<file path="src/rtl/branch_predictor_gshare_spec_pkg.sv">
// Shared types and sizing constants for the gshare conditional-branch predictor.
package branch_predictor_gshare_spec_pkg;

    typedef enum logic {
        NOT_TAKEN = 1'b0,
        TAKEN     = 1'b1
    } BranchOutcome;

    typedef enum logic {
        BP_INIT  = 1'b0,
        BP_READY = 1'b1
    } bp_state_t;

    // Sizes of the index/history fields carried down the pipeline with each branch.
    localparam int BP_INDEX_BITS = 10;
    localparam int BP_HIST_BITS  = 10;

endpackage

</file>
<file path="src/rtl/branch_predictor_gshare_spec_pht_ram.sv">
// Pattern history table storage: one async read port, one sync write port, no reset.
// Kept as a separate module so it can be replaced by an SRAM macro.
module bp_pht_ram #(
    parameter int INDEX_BITS = 10,
    parameter int CTR_BITS   = 2
) (
    input  logic                  clk,
    input  logic                  we,
    input  logic [INDEX_BITS-1:0] waddr,
    input  logic [CTR_BITS-1:0]   wdata,
    input  logic [INDEX_BITS-1:0] raddr,
    output logic [CTR_BITS-1:0]   rdata
);

    logic [CTR_BITS-1:0] mem [0:(1<<INDEX_BITS)-1];

    always_ff @(posedge clk) begin
        if (we) begin
            mem[waddr] <= wdata;
        end
    end

    assign rdata = mem[raddr];

endmodule

</file>
<file path="src/rtl/branch_predictor_gshare_spec.sv">
// Gshare predictor: PHT indexed by PC ^ speculative global history, post-reset
// init sweep, speculative history with snapshot repair, saturating statistics.
module branch_predictor_gshare_spec
    import branch_predictor_gshare_spec_pkg::*;
#(
    parameter int ADDR_WIDTH = 32,
    parameter int INDEX_BITS = 10,
    parameter int HIST_BITS  = 10,
    parameter int CTR_BITS   = 2,
    parameter int STAT_BITS  = 16
) (
    input  logic                  clk,
    input  logic                  rst_n,
    input  logic                  i_req_valid,
    input  logic [ADDR_WIDTH-1:0] i_req_pc,
    output BranchOutcome          o_req_prediction,
    output logic [INDEX_BITS-1:0] o_req_index,
    output logic [HIST_BITS-1:0]  o_req_hist,
    output logic                  o_ready,
    input  logic                  i_fb_valid,
    input  logic [INDEX_BITS-1:0] i_fb_index,
    input  logic [HIST_BITS-1:0]  i_fb_hist,
    input  BranchOutcome          i_fb_prediction,
    input  BranchOutcome          i_fb_outcome,
    output logic [STAT_BITS-1:0]  o_branch_count,
    output logic [STAT_BITS-1:0]  o_mispredict_count
);

    localparam logic [CTR_BITS-1:0] CTR_WEAK_NT = {1'b0, {(CTR_BITS-1){1'b1}}};
    localparam logic [CTR_BITS-1:0] CTR_MAX     = '1;
    localparam logic [CTR_BITS-1:0] CTR_MIN     = '0;

    bp_state_t             state_reg, state_next;
    logic [INDEX_BITS-1:0] ptr_reg;
    logic [HIST_BITS-1:0]  spec_ghr_reg;
    logic [STAT_BITS-1:0]  branch_count_reg, mispredict_count_reg;

    logic [INDEX_BITS-1:0] ghr_ext;
    logic [INDEX_BITS-1:0] req_idx;
    logic [HIST_BITS-1:0]  ghr_shift, ghr_repair;
    logic                  mispredict;
    logic                  fb_active;

    logic                  pht_we;
    logic [INDEX_BITS-1:0] pht_waddr;
    logic [CTR_BITS-1:0]   pht_wdata;
    logic [INDEX_BITS-1:0] pht_raddr [2];
    logic [CTR_BITS-1:0]   pht_rdata [2];
    logic [CTR_BITS-1:0]   fb_ctr_next;

    logic unused_pc_bits;
    assign unused_pc_bits = ^{i_req_pc[ADDR_WIDTH-1:INDEX_BITS+2], i_req_pc[1:0]};

    // Two identically-written copies give the request and feedback paths one read port each.
    assign pht_raddr[0] = req_idx;
    assign pht_raddr[1] = i_fb_index;
    generate
        for (genvar gi = 0; gi < 2; gi++) begin : g_pht
            bp_pht_ram #(
                .INDEX_BITS(INDEX_BITS),
                .CTR_BITS  (CTR_BITS)
            ) u_pht (
                .clk  (clk),
                .we   (pht_we),
                .waddr(pht_waddr),
                .wdata(pht_wdata),
                .raddr(pht_raddr[gi]),
                .rdata(pht_rdata[gi])
            );
        end
    endgenerate

    // FSM: state register
    always_ff @(posedge clk or negedge rst_n) begin
        if (!rst_n) begin
            state_reg <= BP_INIT;
            ptr_reg   <= '0;
        end else begin
            state_reg <= state_next;
            if (state_reg == BP_INIT) begin
                ptr_reg <= ptr_reg + 1'b1;
            end
        end
    end

    // FSM: next state
    always_comb begin
        state_next = state_reg;
        if (state_reg == BP_INIT && ptr_reg == '1) begin
            state_next = BP_READY;
        end
    end

    // FSM: outputs
    always_comb begin
        o_ready = (state_reg == BP_READY);
    end

    always_comb begin
        ghr_ext                = '0;
        ghr_ext[HIST_BITS-1:0] = spec_ghr_reg;
    end

    assign req_idx          = i_req_pc[INDEX_BITS+1:2] ^ ghr_ext;
    assign o_req_index      = req_idx;
    assign o_req_hist       = spec_ghr_reg;
    assign o_req_prediction = (o_ready && pht_rdata[0][CTR_BITS-1]) ? TAKEN : NOT_TAKEN;

    generate
        if (HIST_BITS == 1) begin : g_hist1
            assign ghr_shift  = o_req_prediction;
            assign ghr_repair = i_fb_outcome;
        end else begin : g_histn
            assign ghr_shift  = {spec_ghr_reg[HIST_BITS-2:0], o_req_prediction};
            assign ghr_repair = {i_fb_hist[HIST_BITS-2:0], i_fb_outcome};
        end
    endgenerate

    assign fb_active  = o_ready && i_fb_valid;
    assign mispredict = (i_fb_prediction != i_fb_outcome);

    always_comb begin
        fb_ctr_next = pht_rdata[1];
        if (i_fb_outcome == TAKEN && pht_rdata[1] != CTR_MAX) begin
            fb_ctr_next = pht_rdata[1] + 1'b1;
        end else if (i_fb_outcome == NOT_TAKEN && pht_rdata[1] != CTR_MIN) begin
            fb_ctr_next = pht_rdata[1] - 1'b1;
        end
    end

    // Single write port: sweep owns it during INIT, feedback afterwards.
    always_comb begin
        pht_we    = fb_active;
        pht_waddr = i_fb_index;
        pht_wdata = fb_ctr_next;
        if (state_reg == BP_INIT) begin
            pht_we    = 1'b1;
            pht_waddr = ptr_reg;
            pht_wdata = CTR_WEAK_NT;
        end
    end

    // Mispredict repair takes priority over a same-cycle speculative shift.
    always_ff @(posedge clk or negedge rst_n) begin
        if (!rst_n) begin
            spec_ghr_reg <= '0;
        end else if (fb_active && mispredict) begin
            spec_ghr_reg <= ghr_repair;
        end else if (o_ready && i_req_valid) begin
            spec_ghr_reg <= ghr_shift;
        end
    end

    always_ff @(posedge clk or negedge rst_n) begin
        if (!rst_n) begin
            branch_count_reg     <= '0;
            mispredict_count_reg <= '0;
        end else if (fb_active) begin
            if (branch_count_reg != '1) begin
                branch_count_reg <= branch_count_reg + 1'b1;
            end
            if (mispredict && mispredict_count_reg != '1) begin
                mispredict_count_reg <= mispredict_count_reg + 1'b1;
            end
        end
    end

    assign o_branch_count     = branch_count_reg;
    assign o_mispredict_count = mispredict_count_reg;

endmodule

</file>
<file path="config.mk">
export PLATFORM = sky130hd
export DESIGN_NAME = branch_predictor_gshare_spec
export DESIGN_NICKNAME = d
export VERILOG_FILES = /design/src/rtl/branch_predictor_gshare_spec_pkg.sv /design/src/rtl/branch_predictor_gshare_spec_pht_ram.sv /design/src/rtl/branch_predictor_gshare_spec.sv
export SDC_FILE = /design/constraint.sdc
export NUM_CORES = 2
export LEC_CHECK = 0
export CORE_MARGIN = 5
export CORE_UTILIZATION = 25
export CTS_BUF_LIST = sky130_fd_sc_hd__clkbuf_4
export CTS_CLUSTER_DIAMETER = 80
export CTS_CLUSTER_SIZE = 24
export DETAILED_ROUTE_END_ITERATION = 6
export GPL_ROUTABILITY_DRIVEN = 0
export PLACE_DENSITY = 0.45
export SLEW_MARGIN = 15
export SYNTH_ARGS = -nofsm -noshare
export SYNTH_HDL_FRONTEND = slang
export SYNTH_SLANG_ARGS = --single-unit
</file>
<file path="constraint.sdc">
create_clock -name clk -period 42.8 [get_ports clk]
set_input_delay 6.42 -clock clk [delete_from_list [all_inputs] [get_ports clk]]
set_output_delay 6.42 -clock clk [all_outputs]
set_load 0.01 [all_outputs]
</file>
==> flow_summary.toml <==
[outcome]
status = "finished clean"

[worst_setup_path]
critPathLaunch = "i_req_pc[3]"
crit_path_cell_trace = "clkdlybuf4s50_1 -> xnor2_4 -> clkinv_8 -> buf_4 -> buf_4 -> buf_4 -> mux4_2 -> a22oi_1 -> nand2_1 -> a22oi_1 -> o221ai_1 -> a22oi_1 -> a41o_1 -> a311o_1 -> nor2_1 -> clkdlybuf4s50_1"
end_kind = "primary output"
cp_max_fo = 72
rr_startpoint = "g_pht[1].u_pht.mem[238][1]"
critPathArrivalTime_ns = 13.95
slowest_stage = "xnor2_4"
critPathMaxStageDelay_ns = 0.71
critPathKind = "in2out"
cp_data_required_time_ns = 36.38
cp-start-kind = "input pin"

[synth]
synth-seq-area-share_pct = 66.5
synth-edff-count = 2048
post_synth.cell_area_avg_um2 = 17.0
synth_seq_cells = 2101
synthDistinctLibCells = 65
ys.flop_type = "edfxtp_1"
syn_area_mm2 = 0.0944
syn-instance-count = 5558
yosysWarningCount = 0
syn_nets = 5621
synth-async-reset-ratio_pct = 2.52

[floorplan]
die_x_um = 625
dieArea_mm2 = 0.390
die_h_um = 625
initial_core_util_pct = 25.1
io_pins = 112
core.rowCount = 225
fp.coreArea_mm2 = 0.376

[routing]
routed_wl_um = 341000
detail_route.wl_per_cell_um = 32.2
drt_pass1_iterations = 6
drtAntennaViolNets = 0
routed_via_density = 5.21
drtIter0Drc = 6418
vias = 55200
drt_drc_violations_left = 0

[timing]
worst_pin_slew_ns = 1.34
hold_slack_ns = 0.508
setup_ws_ns = 22.43
setup_violations = 0
rsz0062_at_grt = "false"
period_share_pct = 47.6
hold_viol = 0
min_period_ns = 20.37
fmax_mhz = 49.1
maxSlewHeadroom_pct = 11.0
timing.setup.tns_ns = 0
skew_ns = 0.171
slew_violations = 0

[cts]
cts_hold_buf = 0
root_buffer = "clkbuf_4"
cts_tree = "built"
cts_resized = 0
cts_buffers = 121
cts_max_path_buffers = 3
cts_setup_buffers = 0
worstSkewPairLatency_ns = 1.38
htreeDepth = 3
clock-sinks = 2101
clk_pin_slew_worst_paths_ns = 0.20

[cells_and_area]
stdcell_area_mm2 = 0.103
final_net_count = 5548
most-common-layout-cells = "2048 x edfxtp_1, 1066 x nor2_1, 770 x mux4_2, 198 x mux2i_1, 178 x buf_4"
largest-register = "g_pht.u_pht.mem"
synthToLayoutAreaGrowth_pct = 9.35
layout_commonest_cell = "edfxtp_1"
largest_reg_flops = 2048
layout-drive-gt1-share_pct = 22.7

[global_route]
grt_pass1_vias = 55300
grt.total_usage_pct = 17.0
gr-total-overflow = 0
grt_pass1_wl_um = 469000
grt_max_degree = 254
grt_antenna_before_repair = 31

[power]
power-per-cell-area_mw_per_mm2 = 32.5
power_leakage_nw = 34.2
ir_drop_mv = 0.0213

[placement]
dp_slack_ns = 22.36
io_buffers = 88
place_area_mm2 = 0.101
hpwl_um = 202000

[min_path]
min-delay-start = "o_mispredict_count[9]"
worst_hold_path_type = "reg2reg"

[run]
maxCapViolCount = 0
[power by group]
part | internal, mW | switching, mW
Combinational | 0.0650 | 0.133
Clock | 0.234 | 0.702
Sequential | 2.22 | 0
Total | 2.52 | 0.835
[worst max-delay path: cells and delay by family]
family,cells,cell delay (ns)
AND/OR/NAND/NOR,2,0.43
XOR/XNOR,1,0.71
AO/OA/AOI/OAI,6,2.73
multiplexers,1,0.34
buffers and inverters,6,3.13
[cell families (layout without fill, tap and decap cells)]
group                      count (synthesis)  count (layout)  share of synthesized area, %
and+or+nand+nor                         1508            1508                          6.50
muxes                                    980             980                          20.6
DFF                                     2101            2101                          66.5
other                                      0              13                             0
adders and majority gates                  5               5                        0.0663
buffers and inverters                    492             512                          2.61
AOI/OAI and AO/OA                        422             422                          3.19
xor gates and xnor gates                  50              50                         0.496
[routing by layer]
metal	up-vias	GRT usage, %	share of wire (%)
met5	-	0	0.018
met4	10	5.33	3.5
met3	403	2.16	6.6
met2	2260	27.8	48
met1	30400	23.6	42
li1	22100	-	-
[cells in the mapped netlist (43+ instances only)]
library cell / n / area (um^2)
a21oi_1: 58 / 290
a22oi_1: 90 / 676
buf_2: 73 / 365
clkbuf_1: 286 / 1070
dfrtp_1: 53 / 1330
edfxtp_1: 2048 / 61500
mux2i_1: 198 / 1980
mux4_2: 770 / 17300
nand2_1: 185 / 694
nand3_1: 64 / 320
nor2_1: 1076 / 4040
nor3_1: 74 / 370
o221ai_1: 72 / 631
o22ai_1: 43 / 269
[metrics by stage]
stage	power [mW]	utilization, %	instances
floorplan	2.38	-	5558
global placement	2.47	26.9	10400
detailed placement	2.46	26.9	10400
CTS	3.39	27.5	10600
global route	3.46	27.5	10600
finish	3.35	27.5	10600
[final timing paths]
| check | end | slack, ns | cells past startpoint |
|---|---|---|---|
| max in group asynchronous | o_req_hist[4] | 36.91 | 2 |
| setup / recovery | o_req_prediction | 22.43 | 16 |
| min in group asynchronous | ptr_reg[2] | 5.26 | 2 |
| hold reg to reg | o_mispredict_count[9] | 0.51 | 1 |
| setup reg to reg | g_pht[1].u_pht.mem[149][0] | 34.11 | 18 |
| hold / removal | o_mispredict_count[9] | 0.51 | 1 |
[final cells by class]
cell class / count / area, um^2
timing repair buffer: 273 / 2380
antenna: 13 / 32.5
inverter: 23 / 126
tap: 4994 / 6250
fill: 37700 / 273000
clock buffer: 127 / 953
multi-input combinational: 2965 / 29700
sequential: 2101 / 62800
clock inverter: 89 / 1010
(Power assumes the default switching activity.)
